[config.mk]
export PLATFORM = sky130hd
export DESIGN_NAME = blake2_stream_pack_flat
export DESIGN_NICKNAME = d
export VERILOG_FILES = /design/src/rtl/blake2_pkg.sv /design/src/rtl/blake2_stream_pack_if.sv /design/src/rtl/blake2_digest_ser.sv /design/src/rtl/blake2_stream_pack.sv /design/src/flat_wrapper.sv
export SDC_FILE = /design/constraint.sdc
export NUM_CORES = 2
export LEC_CHECK = 0
export BUFFER_PORTS_ARGS = -buffer_cell sky130_fd_sc_hd__buf_2
export CAP_MARGIN = 25
export CORE_AREA = 3 3 345 347
export DETAILED_ROUTE_END_ITERATION = 8
export DIE_AREA = 0 0 348 350
export GPL_TIMING_DRIVEN = 0
export SYNTH_ARGS = -nofsm -noshare
export SYNTH_HDL_FRONTEND = slang
export SYNTH_SLANG_ARGS = --single-unit
export TNS_END_PERCENT = 10
[constraint.sdc]
create_clock -name clk -period 3.44 [get_ports clk]
set_clock_uncertainty 0.2 [all_clocks]
set_input_delay 0.172 -clock clk [delete_from_list [all_inputs] [get_ports clk]]
set_output_delay 0.172 -clock clk [all_outputs]
set_load 0.1 [all_outputs]
[src/rtl/blake2_pkg.sv]
// blake2_pkg: shared FSM encoding, block sizing helpers and parameter legality check
// Contents: state_t (packer states), blk_bytes/idx_bits (sizing from W), in_bytes_ok (W/IN_BYTES legality)
package blake2_pkg;
    typedef enum logic [2:0] {IDLE, FILL, EMIT, WAIT_H, OUT} state_t;
    function automatic int blk_bytes(int w);
        return 2 * w;
    endfunction
    // Index must reach BB itself, hence one bit more than addressing BB bytes
    function automatic int idx_bits(int w);
        return $clog2(2 * w) + 1;
    endfunction
    function automatic bit in_bytes_ok(int w, int ib);
        return (w == 32 || w == 64) && (ib inside {1, 2, 4, 8}) && ((2 * w) % ib == 0);
    endfunction
endpackage

[src/rtl/blake2_stream_pack_if.sv]
// blake2_stream_pack_if: byte-stream in, message block out, chaining value in, digest bytes out
// Ports: start/out_len (message control), s_* (input beats), blk_* (block to core),
//        h_in/h_valid (final chaining value), d_* (digest byte stream)
// Modports: slave = packer view, master = source/core/sink view
interface blake2_stream_pack_if #(
    parameter int W        = 32,
    parameter int IN_BYTES = 4
);
    logic                        start;
    logic [$clog2(W):0]          out_len;
    logic [8*IN_BYTES-1:0]       s_data;
    logic [$clog2(IN_BYTES):0]   s_nbytes;
    logic                        s_last;
    logic                        s_valid;
    logic                        s_ready;
    logic [16*W-1:0]             blk_m;
    logic [2*W-1:0]              blk_t;
    logic                        blk_f;
    logic                        blk_valid;
    logic                        blk_ready;
    logic [8*W-1:0]              h_in;
    logic                        h_valid;
    logic [7:0]                  d_data;
    logic                        d_valid;
    logic                        d_ready;
    logic                        d_last;
    modport slave (
        input  start, out_len, s_data, s_nbytes, s_last, s_valid, blk_ready, h_in, h_valid, d_ready,
        output s_ready, blk_m, blk_t, blk_f, blk_valid, d_data, d_valid, d_last
    );
    modport master (
        output start, out_len, s_data, s_nbytes, s_last, s_valid, blk_ready, h_in, h_valid, d_ready,
        input  s_ready, blk_m, blk_t, blk_f, blk_valid, d_data, d_valid, d_last
    );
endinterface

[src/rtl/blake2_digest_ser.sv]
// blake2_digest_ser: serializes the low i_len bytes of a chaining value under ready/valid
// Ports: clk, rst (sync, active-high), i_clr (abort), i_load/i_len/i_h (capture digest),
//        i_ready (sink), o_data/o_valid/o_last (byte stream), o_done (last byte handshake)
module blake2_digest_ser #(
    parameter int W = 32
) (
    input  logic                 clk,
    input  logic                 rst,
    input  logic                 i_clr,
    input  logic                 i_load,
    input  logic [$clog2(W):0]   i_len,
    input  logic [8*W-1:0]       i_h,
    input  logic                 i_ready,
    output logic [7:0]           o_data,
    output logic                 o_valid,
    output logic                 o_last,
    output logic                 o_done
);
    localparam int LW = $clog2(W) + 1;
    logic [8*W-1:0] r_h;
    logic [LW-1:0]  r_cnt;
    logic [7:0]     r_data;
    logic           r_valid;
    logic           r_last;
    logic           w_hs;
    assign w_hs = r_valid & i_ready;
    // r_h shifts right so its byte 1 is always the next byte to present; r_cnt counts bytes remaining
    always_ff @(posedge clk) begin
        if (rst || i_clr) begin
            r_h     <= '0;
            r_cnt   <= '0;
            r_data  <= '0;
            r_valid <= 1'b0;
            r_last  <= 1'b0;
        end else if (i_load) begin
            r_h     <= i_h;
            r_cnt   <= i_len;
            r_data  <= i_h[7:0];
            r_valid <= 1'b1;
            r_last  <= i_len == LW'(1);
        end else if (w_hs) begin
            r_h     <= r_h >> 8;
            r_cnt   <= r_cnt - LW'(1);
            r_data  <= r_h[15:8];
            r_valid <= !r_last;
            r_last  <= r_cnt == LW'(2);
        end
    end
    assign o_data  = r_data;
    assign o_valid = r_valid;
    assign o_last  = r_last;
    assign o_done  = w_hs & r_last;
endmodule

[src/rtl/blake2_stream_pack.sv]
// blake2_stream_pack: packs byte beats into BLAKE2 message blocks and streams digest bytes back
// Ports: clk, rst (sync, active-high), bus (blake2_stream_pack_if.slave: start/out_len,
//        s_* input beats, blk_* block to core, h_in/h_valid chaining value, d_* digest bytes)
module blake2_stream_pack
    import blake2_pkg::*;
#(
    parameter int W        = 32,
    parameter int IN_BYTES = 4
) (
    input  logic                  clk,
    input  logic                  rst,
    blake2_stream_pack_if.slave   bus
);
    localparam int BB = blk_bytes(W);
    localparam int IW = idx_bits(W);
    localparam int NB = 8 * IN_BYTES;
    localparam int LW = $clog2(W) + 1;
    localparam int TW = 2 * W;

    if (!in_bytes_ok(W, IN_BYTES)) begin : g_bad_params
        $error("blake2_stream_pack: W must be 32/64 and IN_BYTES a power of two 1..8 dividing 2*W");
    end

    state_t                   r_state;
    logic [8*BB-1:0]          r_buf;
    logic [IW-1:0]            r_idx;
    logic [TW-1:0]            r_t;
    logic                     r_f;
    logic                     r_s_ready;
    logic                     r_blk_valid;
    logic [LW-1:0]            r_len;
    logic [NB-1:0]            w_beat;
    logic [IW-1:0]            w_idx_nxt;
    logic [$clog2(8*BB)-1:0]  w_base;
    logic [LW-1:0]            w_len_eff;
    logic                     w_acc;
    logic                     w_load;
    logic                     w_done;

    assign w_acc     = r_s_ready & bus.s_valid;
    assign w_idx_nxt = r_idx + IW'(bus.s_nbytes);
    // Beats are full until the last one, so idx is always beat-aligned and below BB while filling
    assign w_base    = {r_idx[IW-2:0], 3'b000};
    assign w_len_eff = (bus.out_len == '0 || bus.out_len > LW'(W)) ? LW'(W) : bus.out_len;
    assign w_load    = (r_state == WAIT_H) & bus.h_valid & !bus.start;

    // Bytes past s_nbytes are forced to zero so a short final beat leaves zero padding
    always_comb begin
        w_beat = '0;
        for (int k = 0; k < IN_BYTES; k++)
            w_beat[8*k +: 8] = (k < int'(bus.s_nbytes)) ? bus.s_data[8*k +: 8] : 8'h00;
    end

    always_ff @(posedge clk) begin
        if (rst) begin
            r_state     <= IDLE;
            r_buf       <= '0;
            r_idx       <= '0;
            r_t         <= '0;
            r_f         <= 1'b0;
            r_s_ready   <= 1'b0;
            r_blk_valid <= 1'b0;
            r_len       <= '0;
        end else if (bus.start) begin
            r_state     <= FILL;
            r_buf       <= '0;
            r_idx       <= '0;
            r_t         <= '0;
            r_f         <= 1'b0;
            r_s_ready   <= 1'b1;
            r_blk_valid <= 1'b0;
            r_len       <= w_len_eff;
        end else begin
            case (r_state)
                FILL: if (w_acc) begin
                    r_buf[w_base +: NB] <= w_beat;
                    r_idx               <= w_idx_nxt;
                    r_t                 <= r_t + TW'(bus.s_nbytes);
                    // A full block is held back as non-final unless this beat also ends the message,
                    // so a k*BB-byte message never needs a trailing empty block
                    if (w_idx_nxt == IW'(BB) || bus.s_last) begin
                        r_state     <= EMIT;
                        r_f         <= bus.s_last;
                        r_s_ready   <= 1'b0;
                        r_blk_valid <= 1'b1;
                    end
                end
                EMIT: if (bus.blk_ready) begin
                    r_buf       <= '0;
                    r_idx       <= '0;
                    r_f         <= 1'b0;
                    r_blk_valid <= 1'b0;
                    r_s_ready   <= !r_f;
                    r_state     <= r_f ? WAIT_H : FILL;
                end
                WAIT_H: if (bus.h_valid) r_state <= OUT;
                OUT:    if (w_done) r_state <= IDLE;
                default: ;
            endcase
        end
    end

    assign bus.s_ready   = r_s_ready;
    assign bus.blk_m     = r_buf;
    assign bus.blk_t     = r_t;
    assign bus.blk_f     = r_f;
    assign bus.blk_valid = r_blk_valid;

    blake2_digest_ser #(.W(W)) u_ser (
        .clk     (clk),
        .rst     (rst),
        .i_clr   (bus.start),
        .i_load  (w_load),
        .i_len   (r_len),
        .i_h     (bus.h_in),
        .i_ready (bus.d_ready),
        .o_data  (bus.d_data),
        .o_valid (bus.d_valid),
        .o_last  (bus.d_last),
        .o_done  (w_done)
    );
endmodule

[src/flat_wrapper.sv]
// flat-port wrapper written by rule: the top's interface ports become plain ports
module blake2_stream_pack_flat import blake2_pkg::*;
#(
    parameter int W        = 32,
    parameter int IN_BYTES = 4
)
  (clk, rst, bus_start, bus_out_len, bus_s_data, bus_s_nbytes, bus_s_last, bus_s_valid, bus_blk_ready, bus_h_in, bus_h_valid, bus_d_ready, bus_s_ready, bus_blk_m, bus_blk_t, bus_blk_f, bus_blk_valid, bus_d_data, bus_d_valid, bus_d_last);
  blake2_stream_pack_if #(.W(W), .IN_BYTES(IN_BYTES)) bus_i ();
  input  logic clk;
  input  logic rst;
  input wire logic [$bits(bus_i.start)-1:0] bus_start;
  input wire logic [$bits(bus_i.out_len)-1:0] bus_out_len;
  input wire logic [$bits(bus_i.s_data)-1:0] bus_s_data;
  input wire logic [$bits(bus_i.s_nbytes)-1:0] bus_s_nbytes;
  input wire logic [$bits(bus_i.s_last)-1:0] bus_s_last;
  input wire logic [$bits(bus_i.s_valid)-1:0] bus_s_valid;
  input wire logic [$bits(bus_i.blk_ready)-1:0] bus_blk_ready;
  input wire logic [$bits(bus_i.h_in)-1:0] bus_h_in;
  input wire logic [$bits(bus_i.h_valid)-1:0] bus_h_valid;
  input wire logic [$bits(bus_i.d_ready)-1:0] bus_d_ready;
  output wire logic [$bits(bus_i.s_ready)-1:0] bus_s_ready;
  output wire logic [$bits(bus_i.blk_m)-1:0] bus_blk_m;
  output wire logic [$bits(bus_i.blk_t)-1:0] bus_blk_t;
  output wire logic [$bits(bus_i.blk_f)-1:0] bus_blk_f;
  output wire logic [$bits(bus_i.blk_valid)-1:0] bus_blk_valid;
  output wire logic [$bits(bus_i.d_data)-1:0] bus_d_data;
  output wire logic [$bits(bus_i.d_valid)-1:0] bus_d_valid;
  output wire logic [$bits(bus_i.d_last)-1:0] bus_d_last;
  assign bus_i.start = bus_start;
  assign bus_i.out_len = bus_out_len;
  assign bus_i.s_data = bus_s_data;
  assign bus_i.s_nbytes = bus_s_nbytes;
  assign bus_i.s_last = bus_s_last;
  assign bus_i.s_valid = bus_s_valid;
  assign bus_i.blk_ready = bus_blk_ready;
  assign bus_i.h_in = bus_h_in;
  assign bus_i.h_valid = bus_h_valid;
  assign bus_i.d_ready = bus_d_ready;
  assign bus_s_ready = bus_i.s_ready;
  assign bus_blk_m = bus_i.blk_m;
  assign bus_blk_t = bus_i.blk_t;
  assign bus_blk_f = bus_i.blk_f;
  assign bus_blk_valid = bus_i.blk_valid;
  assign bus_d_data = bus_i.d_data;
  assign bus_d_valid = bus_i.d_valid;
  assign bus_d_last = bus_i.d_last;
  blake2_stream_pack #(.W(W), .IN_BYTES(IN_BYTES)) u_core (.clk(clk), .rst(rst), .bus(bus_i));
endmodule
# After elaboration in Yosys (flattened, before gate mapping)
# Cells that the tools add are included.
# totals
regBits	867
input_bits	305
output_inout_bits	589
elab_cells	108
# classes
n_addsub	4
n_lt_le_gt_ge	5
eq_ne	17
shift	2
n_mux	42
n_bitwise	5
reduce_logical	19
# op_table
op	n
$mux 512	2
$pmux 512 s2	1
$bwmux 512	1
$mux 256	2
$shift 32x11->512 const A	1
$shiftx 32x11->512	1
$add 64x3->64	1
$mux 8	6
$mux 6	3
$mux 3	5
$mux 1	14
$mux 7	2
$pmux 7 s2	1
$pmux 3 s4	1
$reduce_and 6->1	2
$neg 9->11	1
$ne 3x3->1 const B	3
$reduce_and 4->1	2
$add 7x3->7	1
$eq 7x7->1 const B	1
$eq 3x2->1 const B	2
$eq 6x1->1 const B	1
$eq 6x2->1 const B	1
$gt 6x6->1 const B	1
21 further kinds	38

# Depth between registers and ports, before layout
# depth
ltp_word	7
depth_mapped	15
mapped_depth_nobuf	9

# By module
# From an unflattened synthesis, not the netlist that was laid out.
# unflattened
hier_cells	4505
area_unflattened_um2	38424.4
# by_module_without_submodules
mod	instances	cells_per_inst	area_per_inst_um2	seq_area_each_um2
blake2_stream_pack	1	3027	26904.6	11911.4
blake2_digest_ser	1	1478	11519.8	5285.1

# Worst setup path before layout
# Ideal clock, no wire load.
# synth_path
kind	reg-to-reg
start	register u_core.r_idx[0]
end	register u_core.r_buf[396], in the netlist u_core.bus.blk_m[396]
setup_time_ns	0.065
arrival_time_ns	3.246
t_required_ns	3.175
slack_ns	-0.071
stages_incl_launch_ff	13
n_path_buf	4
synth_period_minus_slack_ns	3.511
path_cell_list	dfxtp_1 buf_2 inv_1 buf_2 buf_2 ha_1 or3b_2 a311oi_1 o21ai_2 a21oi_1 buf_2 mux2_2 nor2_1
# synth_via
elab_chain_len	5
elab_cells_between_ends	6
cone_classes	add/sub (1); shift (2); mux (3)
# synth_lines
item	line	rtl
start: declaration	blake2_stream_pack.sv:26	logic [IW-1:0] r_idx;
start signal: assignment	blake2_stream_pack.sv:77	r_idx <= w_idx_nxt;
$neg 9->11 *	blake2_stream_pack.sv:76	r_buf[w_base +: NB] <= w_beat;
$shiftx 32x11->512 or $shift 32x11->512 (tied branches)	blake2_stream_pack.sv:76	
$bwmux 512 *	blake2_stream_pack.sv:76	
$mux 512 *	blake2_stream_pack.sv:75	FILL: if (w_acc) begin
$pmux 512 s2 *	blake2_stream_pack.sv:74	case (r_state)
end signal: indexed assignment	blake2_stream_pack.sv:76	
end: declaration	blake2_stream_pack.sv:25	logic [8*BB-1:0] r_buf;
# Mark *: on every way between the ends. The rest lies on a longest branch, timed or not. The select of a mux whose other input is x is not followed.
# A chain may end at the register's enable or synchronous reset.

# Worst setup path after layout
# layout_path
start	register u_core.r_idx[3]
end	register u_core.r_buf[33], in the netlist u_core.bus.blk_m[33]
# The elaborated chain is that of the path after synthesis.

==> summary.txt <==
Drt
  • Vias per cell: 5.54
  • Starting DRT DRC Count: 4219
  • WL final: 201000 microns
  • Routed vias: 42500
  • Drt pass-1 iters: 6
  • Routed Antenna Nets: 0
  • Drt drc: 0
  • DR WL/cell: 26.2 microns

GRT
  • Overflow left after global routing: 0
  • Initial antenna violation count: 17
  • Largest net degree at the start of global routing: 15
  • Vias in the first global route: 40800
  • Global-route wire length before repair: 283000 microns
  • Total GRT Usage: 31.4%

Logic synthesis
  • Cell variety after synth: 92
  • Synth Area in Simple Gates: 26.3%
  • Synth Warn #: 0
  • Number of synthesized flops with an enable pin: 0
  • Synth top area cells: dfxtp_1, nand2_1, nand3_1
  • Ys flop type: dfxtp_1
  • Cell Area, Synth: 37600 sq um
  • Yosys reg bits: 859
  • Post-Syn Instances: 4691
  • Post-synthesis adder-cell area fraction: 0.433%
  • Sequential share of the synthesized area: 45.7%
  • Top cell type by total area after synthesis: dfxtp_1
  • Synth Area in Compound Gates: 19.6%
  • Synthesized net count: 5007
  • Post-Synth XOR/XNOR Area: 1.51%
  • Mean Syn Cell Area: 8.02 sq um
  • Post-synthesis mux area share: 1.91%
  • Post-synth top area share: 45.7%
  • Combinational family with the most area after synthesis: simple AND/OR/NAND/NOR gates
  • Synth async-reset ratio: 0%

Clock tree
  • CTS tree: built
  • Cts bufs inserted: 95
  • Clock Path Buffers: 3
  • Clock slew at reported path FFs: 0.06 ns
  • Root buffer cell: clkbuf_16
  • CTS Sinks: 859
  • H-tree levels: 3
  • Clk_lat worst skew: 0.69 ns

Power
  • Final Total Pwr: 22100 uW
  • Leak pwr: 0.0193 uW
  • VDD IR max: 0.000320 V
  • Power per cell area: 420 nW/um^2

Final layout
  • Layout cell share with drive strength beyond 1: 24.7%
  • Area delta synth->final: 39.8%
  • # fillers: 11500
  • Nets@finish: 6381
  • Design area: 52600 sq um
  • Commonest non-fill, non-tap cell in the layout: buf_2
  • Most frequent cells in the layout: buf_2, nand2_1, dfxtp_1

Timing
  • Fin crit period: 3.53 ns
  • Fin. Hold Viols: 0
  • Worst Max-Slew Pin Slew: 1.12 ns
  • Final hold slack: 0.0783 ns
  • Endpoints failing setup: 34
  • Rel. slew slack: 25.6%
  • Max-slew violation count: 0
  • Final period utilization: 103%
  • Setup ws final: -0.0885 ns
  • Max Clock Freq: 283 MHz
  • RSZ-0062 raised after global routing: yes

Placement
  • Post-Place Cell Area: 44200 sq um
  • I/O Buffers: 892
  • Post-detail-place hpwl: 156000 microns
  • Routability Congestion: 0.982

Setup path
  • CP arrival: 3.90 ns
  • Reg2reg setup slack: -0.09 ns
  • CP required: 3.81 ns
  • Max FO, Critical Path: 10
  • Max incr delay on CP: 0.63 ns
  • Worst setup SP type: register
  • Critical-path cell list: buf_2 > nor3_2 > a21oi_1 > a31oi_2 > mux2_2 > clkbuf_2 > buf_8 > nor2_1 > o21a_1
  • Crit path capture type: register
  • Slowest library cell on the worst path: a31oi_2
  • Kind of critical path: register to register

Run
  • Max-cap violations: 0

Floorplanning
  • Ports: 894
  • Die Y: 350 microns
  • Starting Density: 32.4%
  • Die X-Extent: 348 microns
  • CORE AREA: 116000 sq um
  • Num rows: 125
  • Full die area: 122000 sq um

Status
  • Failing checks: negative setup slack
  • Status: finished with violations

Hold path
  • HP Class: primary input to register
-- cells by family (layout without fill, tap and decap cells) --
| logic type | after synthesis | after routing |
|---|---|---|
| simple gates | 2178 | 2178 |
| compound gates | 1091 | 1091 |
| flops | 859 | 859 |
| buf+inv | 419 | 1872 |
| mux | 68 | 68 |
| xor+xnor | 64 | 64 |
| fa+ha+maj | 12 | 12 |
| other cells | 0 | 13 |
-- report_power, final --
part / switching (uW) / total [uW] / internal [uW]
sequential: 11.3 / 9970 / 9960
clock: 4560 / 10700 / 6130
combinational: 876 / 1410 / 536
total: 5450 / 22100 / 16600
-- per-layer routing --
| layer | track usage [%] | share of wire (%) | vias up |
|---|---|---|---|
| li1 | - | - | 19400 |
| met1 | 36.0 | 38 | 20400 |
| met3 | 8.87 | 9.4 | 566 |
| met5 | 0.275 | 0.042 | - |
| met2 | 51.7 | 46 | 2133 |
| met4 | 19.4 | 6.9 | 8 |
-- registers in the layout, summed over array words and instances, names as in the netlist --
name / cells
u_core.bus.blk_m: 512
u_core.u_ser.r_h: 256
u_core.bus.blk_t: 64
u_core.r_idx: 7
u_core.r_len: 6
u_core.u_ser.r_cnt: 6
u_core.r_state: 3
u_core.bus.blk_f: 1
u_core.bus.blk_valid: 1
u_core.bus.s_ready: 1
u_core.u_ser.o_last: 1
u_core.u_ser.o_valid: 1
-- final timing paths --
check | start | endpoint | cells past startpoint
min reg2reg | u_core.bus.blk_m[413] | u_core.bus.blk_m[413] | 2
max | u_core.r_idx[3] | u_core.bus.blk_m[33] | 9
max reg2reg | u_core.r_idx[3] | u_core.bus.blk_m[33] | 9
min | bus_d_ready | u_core.u_ser.r_cnt[4] | 5
-- timing repair --
action,CTS,global route
gates resized for setup,207,156
hold buffers,309,0
setup buffers,41,13
pin swaps,25,21
endpoints found under the hold margin,325,0
endpoints found under the setup margin,742,561
-- worst max-delay path: cells and delay by family, from the launching register on --
kind | cells | cell delay, ns
buf+inv | 3 | 0.72
simple gates | 2 | 0.58
compound gates | 3 | 1.19
mux | 1 | 0.41
flops | 1 | 0.31
-- synthesized netlist by cell type (all sizes together), types with 11 or more instances --
cell type    n
nand2      894
nand2b      57
a211oi      30
nand3b      34
xor2        14
nor4        21
a22o        11
mux2        30
inv         25
a311oi     253
and3        48
o22ai       72
o21ai       83
nor3        65
nor2b       14
clkbuf     306
xnor2       50
or2         51
o211ai      22
and2        22
buf         87
o21a        40
nand3      446
a21oi      443
dfxtp      859
nand4       35
nor2       448
mux2i       38
a31oi       23
o2bb2ai     26
or3         20
-- stage by stage --
step | utilization [%] | setup WS, ns | instances | TNS (ns)
CTS | 44.7 | -0.0616 | 7653 | -0.876
global placement | 37.8 | -1.94 | 7107 | -791.86
detailed placement | 38.1 | -1.98 | 7131 | -761.08
floorplan | - | -0.0254 | 4691 | -0.124
finish | 45.3 | -0.0885 | 7681 | -0.900
global route | 45.2 | -0.154 | 7671 | -6.66
-- layout make-up --
| cell class | instances | area (sq um) | share of cell area, % |
|---|---|---|---|
| Tap cell | 1524 | 1910 | 3.63 |
| Buffer | 388 | 1840 | 3.50 |
| Timing Repair Buffer | 1282 | 8340 | 15.9 |
| Inverter | 26 | 103 | 0.195 |
| Clock inverter | 47 | 581 | 1.10 |
| Sequential cell | 859 | 17200 | 32.7 |
| Antenna cell | 13 | 32.5 | 0.0619 |
| Multi-Input combinational cell | 3413 | 19900 | 37.8 |
| Clock buffer | 129 | 2690 | 5.11 |
No activity file was read; power rests on OpenSTA's default activity.
